## src/rtl/result_stream_tx_if.sv

```systemverilog
// Stream bundle between the accumulator stage, result_stream_tx and the S2MM DMA.
// Tile side: in_data/in_valid from the accumulators, in_ready back to them.
// Row side:  out_data/out_valid/out_last to the DMA, out_ready back from it.
// master: the environment (accumulator producer + DMA consumer).
// slave:  the transmit block itself.
interface result_stream_tx_if #(
    parameter int unsigned O_DIM  = 10,
    parameter int unsigned M_BITS = 16
);
    logic [O_DIM-1:0][O_DIM-1:0][M_BITS-1:0] in_data;
    logic                                    in_valid;
    logic                                    in_ready;
    logic [O_DIM-1:0][M_BITS-1:0]            out_data;
    logic                                    out_valid;
    logic                                    out_ready;
    logic                                    out_last;

    modport master (
        output in_data,
        output in_valid,
        input  in_ready,
        input  out_data,
        input  out_valid,
        output out_ready,
        input  out_last
    );

    modport slave (
        input  in_data,
        input  in_valid,
        output in_ready,
        output out_data,
        output out_valid,
        input  out_ready,
        output out_last
    );
endinterface

```

## src/rtl/result_stream_tx.sv

```systemverilog
// Captures one O_DIM x O_DIM result tile in a single handshake and streams it
// to the DMA as O_DIM row beats (out_last on the final row).
// Ports:
//   clk           clock
//   rstn          synchronous active-low reset
//   bus           result_stream_tx_if.slave (tile in, row beats out)
//   tiles_sent_o  count of completed tiles, wraps modulo 2^CNT_BITS
module result_stream_tx #(
    parameter int unsigned K_DIM    = 3,
    parameter int unsigned I_DIM    = 8,
    parameter int unsigned M_BITS   = 16,
    parameter int unsigned O_DIM    = K_DIM + I_DIM - 1,
    parameter int unsigned CNT_BITS = 16
) (
    input  logic                 clk,
    input  logic                 rstn,
    result_stream_tx_if.slave    bus,
    output logic [CNT_BITS-1:0]  tiles_sent_o
);
    localparam int unsigned O_BITS = $clog2(O_DIM + 1);
    localparam logic [O_BITS-1:0] LAST_ROW = O_BITS'(O_DIM - 1);

    typedef logic [O_DIM-1:0][M_BITS-1:0] row_t;
    typedef logic [O_DIM-1:0][O_DIM-1:0][M_BITS-1:0] tile_t;

    typedef enum logic [1:0] {
        IDLE = 2'd0,
        SEND = 2'd1
    } state_e;

    state_e              state_q, state_d;
    logic [O_BITS-1:0]   row_q, row_d;
    logic [O_BITS-1:0]   row_nxt;
    tile_t               buf_q, buf_d;
    logic [CNT_BITS-1:0] cnt_q, cnt_d;
    logic                in_ready_q, in_ready_d;
    logic                out_valid_q, out_valid_d;
    logic                out_last_q, out_last_d;
    row_t                out_data_q, out_data_d;
    logic                in_fire;
    logic                out_fire;

    assign in_fire  = bus.in_valid && in_ready_q;
    assign out_fire = out_valid_q && bus.out_ready;
    assign row_nxt  = row_q + O_BITS'(1);

    // State and registered outputs
    always_ff @(posedge clk) begin
        if (!rstn) begin
            state_q     <= IDLE;
            row_q       <= '0;
            buf_q       <= '0;
            cnt_q       <= '0;
            in_ready_q  <= 1'b1;
            out_valid_q <= 1'b0;
            out_last_q  <= 1'b0;
            out_data_q  <= '0;
        end else begin
            state_q     <= state_d;
            row_q       <= row_d;
            buf_q       <= buf_d;
            cnt_q       <= cnt_d;
            in_ready_q  <= in_ready_d;
            out_valid_q <= out_valid_d;
            out_last_q  <= out_last_d;
            out_data_q  <= out_data_d;
        end
    end

    // Next-state logic; outputs are precomputed for the next cycle so that
    // out_data always equals buf[row] while a beat is presented.
    always_comb begin
        state_d     = state_q;
        row_d       = row_q;
        buf_d       = buf_q;
        cnt_d       = cnt_q;
        in_ready_d  = in_ready_q;
        out_valid_d = out_valid_q;
        out_last_d  = out_last_q;
        out_data_d  = out_data_q;

        case (state_q)
            IDLE: begin
                in_ready_d  = 1'b1;
                out_valid_d = 1'b0;
                out_last_d  = 1'b0;
                if (in_fire) begin
                    buf_d       = bus.in_data;
                    row_d       = '0;
                    state_d     = SEND;
                    in_ready_d  = 1'b0;
                    out_valid_d = 1'b1;
                    out_data_d  = bus.in_data[0];
                    out_last_d  = (LAST_ROW == O_BITS'(0));
                end
            end
            SEND: begin
                if (out_fire) begin
                    if (row_q == LAST_ROW) begin
                        row_d       = '0;
                        cnt_d       = cnt_q + CNT_BITS'(1);
                        state_d     = IDLE;
                        in_ready_d  = 1'b1;
                        out_valid_d = 1'b0;
                        out_last_d  = 1'b0;
                    end else begin
                        row_d       = row_nxt;
                        out_data_d  = buf_q[row_nxt];
                        out_last_d  = (row_nxt == LAST_ROW);
                    end
                end
            end
            default: begin
                state_d     = IDLE;
                row_d       = '0;
                in_ready_d  = 1'b1;
                out_valid_d = 1'b0;
                out_last_d  = 1'b0;
            end
        endcase
    end

    assign bus.in_ready  = in_ready_q;
    assign bus.out_valid = out_valid_q;
    assign bus.out_last  = out_last_q;
    assign bus.out_data  = out_data_q;
    assign tiles_sent_o  = cnt_q;
endmodule
```

## src/flat_wrapper.sv

```systemverilog
// flat-port wrapper written by rule: the top's interface ports become plain ports
module result_stream_tx_flat 
#(
    parameter int unsigned K_DIM    = 3,
    parameter int unsigned I_DIM    = 8,
    parameter int unsigned M_BITS   = 16,
    parameter int unsigned O_DIM    = K_DIM + I_DIM - 1,
    parameter int unsigned CNT_BITS = 16
)
  (clk, rstn, tiles_sent_o, bus_in_data, bus_in_valid, bus_in_ready, bus_out_data, bus_out_valid, bus_out_ready, bus_out_last);
  result_stream_tx_if #(.O_DIM(O_DIM), .M_BITS(M_BITS)) bus_i ();
  input  logic clk;
  input  logic rstn;
  output logic [CNT_BITS-1:0] tiles_sent_o;
  input wire logic [$bits(bus_i.in_data)-1:0] bus_in_data;
  input wire logic [$bits(bus_i.in_valid)-1:0] bus_in_valid;
  output wire logic [$bits(bus_i.in_ready)-1:0] bus_in_ready;
  output wire logic [$bits(bus_i.out_data)-1:0] bus_out_data;
  output wire logic [$bits(bus_i.out_valid)-1:0] bus_out_valid;
  input wire logic [$bits(bus_i.out_ready)-1:0] bus_out_ready;
  output wire logic [$bits(bus_i.out_last)-1:0] bus_out_last;
  assign bus_i.in_data = bus_in_data;
  assign bus_i.in_valid = bus_in_valid;
  assign bus_in_ready = bus_i.in_ready;
  assign bus_out_data = bus_i.out_data;
  assign bus_out_valid = bus_i.out_valid;
  assign bus_i.out_ready = bus_out_ready;
  assign bus_out_last = bus_i.out_last;
  result_stream_tx #(.K_DIM(K_DIM), .I_DIM(I_DIM), .M_BITS(M_BITS), .O_DIM(O_DIM), .CNT_BITS(CNT_BITS)) u_core (.clk(clk), .rstn(rstn), .bus(bus_i), .tiles_sent_o(tiles_sent_o));
endmodule
```

## config.mk

```make
export PLATFORM = sky130hd
export DESIGN_NAME = result_stream_tx_flat
export DESIGN_NICKNAME = d
export VERILOG_FILES = /design/src/rtl/result_stream_tx_if.sv /design/src/rtl/result_stream_tx.sv /design/src/flat_wrapper.sv
export SDC_FILE = /design/constraint.sdc
export NUM_CORES = 2
export LEC_CHECK = 0
export BUFFER_PORTS_ARGS = -buffer_cell sky130_fd_sc_hd__buf_4
export CAP_MARGIN = 20
export CELL_PAD_IN_SITES_DETAIL_PLACEMENT = 0
export CELL_PAD_IN_SITES_GLOBAL_PLACEMENT = 2
export CORE_AREA = 2 2 699 701
export DETAILED_ROUTE_END_ITERATION = 16
export DIE_AREA = 0 0 701 703
export HOLD_SLACK_MARGIN = 0.1
export PLACE_DENSITY = 0.58
export SYNTH_ARGS = -nofsm -noshare
export SYNTH_HDL_FRONTEND = slang
export SYNTH_SLANG_ARGS = --single-unit
```

## constraint.sdc

```tcl
create_clock -name clk -period 2.9 [get_ports clk]
set_input_delay 0.58 -clock clk [delete_from_list [all_inputs] [get_ports clk]]
set_output_delay 0.58 -clock clk [all_outputs]
set_load 0.02 [all_outputs]
```

; Word-level counts from Yosys, hierarchy flattened
; Cells that the tools add are included.
[word_totals]
regBits = 1785
latchBits = 0
ramBits = 0
mem_bits_ro = 0
input_bits = 1604
output_inout_bits = 179
wordCells = 160
n_memories = 0
[op_classes]
n_addsub = 2
multipliers = 0
div_mod_pow = 0
n_lt_le_gt_ge = 1
n_eq_ne = 7
n_shift = 0
n_mux = 23
n_bitwise = 0
reduce_logical = 11
[ops]
columns = op, n
row1 = $bmux W160 S4, 1
row2 = $mux W160, 4
row3 = $pmux W160 S2, 1
row4 = $add A16 B1 Y16 const B, 1
row5 = $mux W4, 3
row6 = $eq A4 B4 Y1 const B, 2
row7 = $pmux W4 S2, 1
row8 = $reduce_and A2 Y1, 4
row9 = $mux W1, 7
row10 = $mux W2, 3
row11 = $ne A2 B1 Y1 const B, 3
row12 = $reduce_and A3 Y1, 2
row13 = $lt A4 B5 Y1 const B, 1
row14 = $add A4 B1 Y4 const B, 1
row15 = $pmux W1 S2, 2
row16 = $pmux W2 S2, 1
row17 = $reduce_and A4 Y1, 1
row18 = $eq A2 B1 Y1 const B, 1
row19 = $logic_and A1 B1 Y1, 2
row20 = $logic_not A2 Y1, 1
row21 = $ne A2 B2 Y1 const B, 1
row22 = $reduce_bool A2 Y1, 1

; Longest topological paths before layout
[depth]
word_depth = 6
mapped_depth = 15
mapped_depth_nobuf = 7

; Worst setup path after synthesis
; OpenSTA, ideal clock, no wires.
[synth_path]
path_type = flip-flop to flip-flop
startpoint = register u_core.row_q[0]
endpoint = register u_core.out_data_q, in the netlist u_core.bus.out_data[149]
setup_time_ps = 119
t_arrival_ps = 2683
required_ps = 2781
setup_slack_ps = 98
path_stages_with_launch = 15
path_buffers = 8
synth_period_minus_slack_ps = 2802
path_cell_list = dfxtp_1 -> buf_6 -> buf_6 -> buf_6 -> buf_6 -> buf_6 -> inv_1 -> ha_1 -> buf_4 -> buf_6 -> buf_6 -> mux4_2 -> o22ai_1 -> o22a_1 -> o21ai_1
[synth_between]
elab_chain_cells = 6
elab_cells_between_ends = 9
cone_classes = add/sub: 1 / eq/ne: 2 / mux: 5 / reduce/logical: 1
[synth_lines]
columns = element, line
row1 = from (decl), result_stream_tx.sv:32  ; logic [O_BITS-1:0] row_q, row_d;
row2 = from (signal assigned), result_stream_tx.sv:60  ; row_q <= row_d;
row3 = $add A4 B1 Y4, result_stream_tx.sv:45  ; assign row_nxt = row_q + O_BITS'(1);
row4 = $bmux W160 S4, result_stream_tx.sv:108  ; out_data_d = buf_q[row_nxt];
row5 = $mux W160 (implied by the code), result_stream_tx.sv:108
row6 = $mux W160, result_stream_tx.sv:99  ; if (row_q == LAST_ROW) begin
row7 = $mux W160, result_stream_tx.sv:98  ; if (out_fire) begin
row8 = $pmux W160 S2, result_stream_tx.sv:82  ; case (state_q)
row9 = to (signal assigned), result_stream_tx.sv:66  ; out_data_q <= out_data_d;
row10 = to (decl), result_stream_tx.sv:39  ; row_t out_data_q, out_data_d;
; Parallel ways exist; a longest one is shown, timed or not. The select of a mux whose other input is x is not followed.
; A chain may end at the register's enable or synchronous reset.

; Final worst setup path
[layout_path]
startpoint = register u_core.row_q[0]
endpoint = register u_core.out_data_q, in the netlist u_core.bus.out_data[67]
; The elaborated chain is that of the path after synthesis.

==> results_dict.tcl <==
set metrics [dict create \
    p_seq_frac 0.393 \
    timing.final.crit_period_ns 2.65 \
    hp-class "primary input to flop" \
    cts_htree_levels 4 \
    power.switching_mw 20.4 \
    drt-pass1-iter-count 5 \
    yosysUniqueCellTypes 44 \
    worst_setup_path_end_kind "flop" \
    power.static_leakage_nw 46.1 \
    average_wire_length_per_cell_after_detail_routing_um 27.2 \
    timing.max_cap.violations 0 \
    via_count_of_the_routed_design 78700 \
    design.core.area_um2 485000 \
    initial_core_util 0.160 \
    number_of_buffers_inserted_during_clock_tree_synthesis 226 \
    slowest_delay_ns 0.38 \
    dp_cells 16500 \
    place_hpwl_um 401000 \
    synth_fp_nets 10300 \
    timing.critical_path.from "u_core.row_q[0]" \
    final.setup_skew_ns 0.0648 \
    die_width_um 701 \
    timing_hold_violations_final 0 \
    rsz0062_at_grt "false" \
    layoutNonFillerInstCount 18600 \
    drtAntennaViolNets 0 \
    peak_supply_drop_mv 0.475 \
    final_core_utilization 0.254 \
    postLayoutCellArea_um2 123000 \
    grt-ovfl-total 0 \
    seq_area_frac_synth 0.460 \
    leading_cell_type_in_the_layout_fill_and_taps_excluded "nand2_1" \
    critical-path-slowest-cell "dfxtp_4" \
    rr_worst_depth 9 \
    status "finished, final reports clean" \
    required_ns 3.71 \
    synth_warnings 0 \
    floorplan.die_area_um2 493000 \
    syn_area_um2 77700 \
    critPathMaxFanout 41 \
    io_pins 1783 \
    crit_path_start_kind "flop" \
    drt_iter0_markers 5615 \
    reg2reg_setup_slack_ns 0.25 \
    fin_nets 13500 \
    numPortBuffers 1782 \
    slew_headroom 0.281 \
    timing.final.crit_share 0.914 \
    timing.final.max_slew_violations 0 \
    synth_area_per_cell_um2 8.90 \
    clock_sink_count 1784 \
    crit-reg2reg-launch "u_core.row_q[0]" \
    die_height_um 703 \
    max_freq_mhz 377 \
    whs_path_depth 3 \
    number_of_antenna_violations_at_the_first_check_in_global_routing 256 \
    synthToLayoutAreaGrowth_pct 58.4 \
    setup_viol 0 \
    worst-endpoint-arrival_ns 3.46 \
    dpl_cell_area_um2 99100 \
    synth_edf_count 0 \
    insertion_delay_ns 0.92 \
    min_from "bus_in_data[336]" \
    groute.usage.overall 0.196 \
    cts_clock_pin_slew_for_the_worst_setup_and_hold_paths_ns 0.07 \
    worst_hold_path.endpoint "u_core.buf_q[336]" \
    drcViolationCount 0 \
    gp_congestion 0.879 \
    synth_async_sr_flop_share 0 \
    drt_wl_total_um 507000 \
    final_layout_size_suffix_gt1_frac 0.230 \
    worst_pin_slew_ns 1.08 \
    clock_power_share 0.431 \
    powerDensity_nw_per_um2 568 \
    fp-row-count 256 \
    grt_max_degree 180 \
    internal_power_of_the_cells_mw 49.5 \
    synthesis.instances 8735 \
    grt_first_pass_wirelength_um 675000 \
    first_global_vias 79000 \
    power_mw 69.9 \
    layout.cells.most_common_list "nand2_1, buf_4, dfxtp_1" \
    clock_tree.root_cell "clkbuf_16" \
    cts_tree "built" \
    detail_route.vias_per_cell 4.23 \
    ys_seq_elements 1784 \
    comb_power_share 0.175 \
    cp_cell_sequence "buf_12 -> ha_1 -> xor2_1 -> or2_4 -> buf_12 -> buf_12 -> o22ai_1 -> o22a_1 -> o21ai_1" \
    top_reg_cell_synth "dfxtp_1" \
    setup.worst_path.class "flop to flop" \
    swShare 0.292 \
    most_common_cell_on_crit_path "buf_12" \
    r2r-end "u_core.bus.out_data[67]" \
    setup_total_negative_slack_ns 0 \
    maximum_clock_path_buffer_count 4 \
]
-- worst max-delay path by stage --
stage	to	cells after the start	slack, ns
2_1_floorplan	u_core.bus.out_data[149]	14	0.1
3_3_place_gp	u_core.bus.out_data[100]	8	0.35
3_5_place_dp	u_core.bus.out_data[90]	9	0.32
4_1_cts	u_core.bus.out_data[67]	9	0.22
5_1_grt	u_core.bus.out_data[100]	8	0.12
6_report	u_core.bus.out_data[67]	9	0.25
-- power groups by stage --
stage	clock [mW]	sequential (mW)	combinational, mW
3_3_place_gp	0	28.0	10.2
3_5_place_dp	0	28.0	10.2
6_report	30.1	27.5	12.3
2_1_floorplan	0	27.5	4.48
5_1_grt	31.8	27.6	13.1
4_1_cts	31.0	27.5	12.4
-- sequential cells by signal, summed over array words and instances, names as in the netlist --
register and count:
u_core.tiles_sent_o 16, u_core.bus.out_valid 1, u_core.buf_q 1600, u_core.row_q 4, u_core.state_q 1, u_core.bus.out_data 160
u_core.bus.out_last 1, u_core.bus.in_ready 1
-- cells in the mapped netlist (6+ instances only) --
library cell | instances | area [um2]
nand2_1 | 3372 | 12700
dfxtp_1 | 1784 | 35700
a21boi_0 | 1608 | 12100
buf_2 | 384 | 1920
mux4_2 | 320 | 7210
clkbuf_1 | 280 | 1050
o21ai_0 | 169 | 846
o22ai_1 | 161 | 1010
mux2i_1 | 160 | 1600
o21ai_1 | 160 | 801
o22a_1 | 160 | 1400
buf_6 | 52 | 586
buf_4 | 18 | 135
buf_1 | 16 | 60.1
and2_1 | 11 | 68.8
nand3_1 | 11 | 55.1
xor2_1 | 7 | 61.3
inv_1 | 6 | 22.5
or3_1 | 6 | 37.5
-- stage by stage --
| step | setup slack, ns | hold WS (ns) |
|---|---|---|
| after floorplan | 0.0984 | 0.440 |
| after global placement | 0.345 | 0.440 |
| after detailed placement | 0.319 | 0.442 |
| after CTS | 0.216 | 0.115 |
| after global routing | 0.120 | 0.172 |
| final | 0.249 | 0.122 |
-- cell families after synthesis --
| logic type | after synthesis | share of synthesized area |
|---|---|---|
| adders and majority gates | 4 | 0.000644 |
| DFF | 1784 | 0.460 |
| AOI/OAI and AO/OA | 2268 | 0.209 |
| xor gates and xnor gates | 12 | 0.00135 |
| muxes | 480 | 0.113 |
| buffers and inverters | 757 | 0.0487 |
| and+or+nand+nor | 3430 | 0.168 |
-- final cells by class --
type                            count  area, um2
Sequential cell                  1784      35700
Timing Repair Buffer             3695      33100
Clock inverter                     67       1070
Fill cell                       53100     362000
Tap cell                         6450       8070
Multi-Input combinational cell   6194      38300
Clock buffer                      338       6680
Antenna cell                       70        175
Inverter                            6       22.5
-- critical path: cells and delay by family (launching register included) --
| family | cells | cell delay (ns) |
|---|---|---|
| flip-flops | 1 | 0.38 |
| XOR/XNOR | 1 | 0.34 |
| AO/OA/AOI/OAI | 3 | 0.48 |
| AND/OR/NAND/NOR | 1 | 0.23 |
| buffers and inverters | 3 | 0.61 |
| adder cells (fa/ha/maj) | 1 | 0.30 |
-- layer usage --
layer | wire, um | part of all wire | vias to the layer above | GRT usage
li1 | - | - | 36100 | -
met1 | 224000 | 0.44 | 39000 | 0.257
met2 | 230000 | 0.45 | 2659 | 0.317
met3 | 30400 | 0.060 | 850 | 0.0415
met4 | 21500 | 0.042 | 90 | 0.0715
met5 | 522 | 0.0010 | - | 0
-- what timing repair did --
action                                   CTS  global route
endpoints found under the setup margin     0             0
hold buffers                            1600             0
setup buffers                              0             0
endpoints found under the hold margin   1759             0
gates resized for setup                    0             0
No activity file was read; power rests on OpenSTA's default activity.
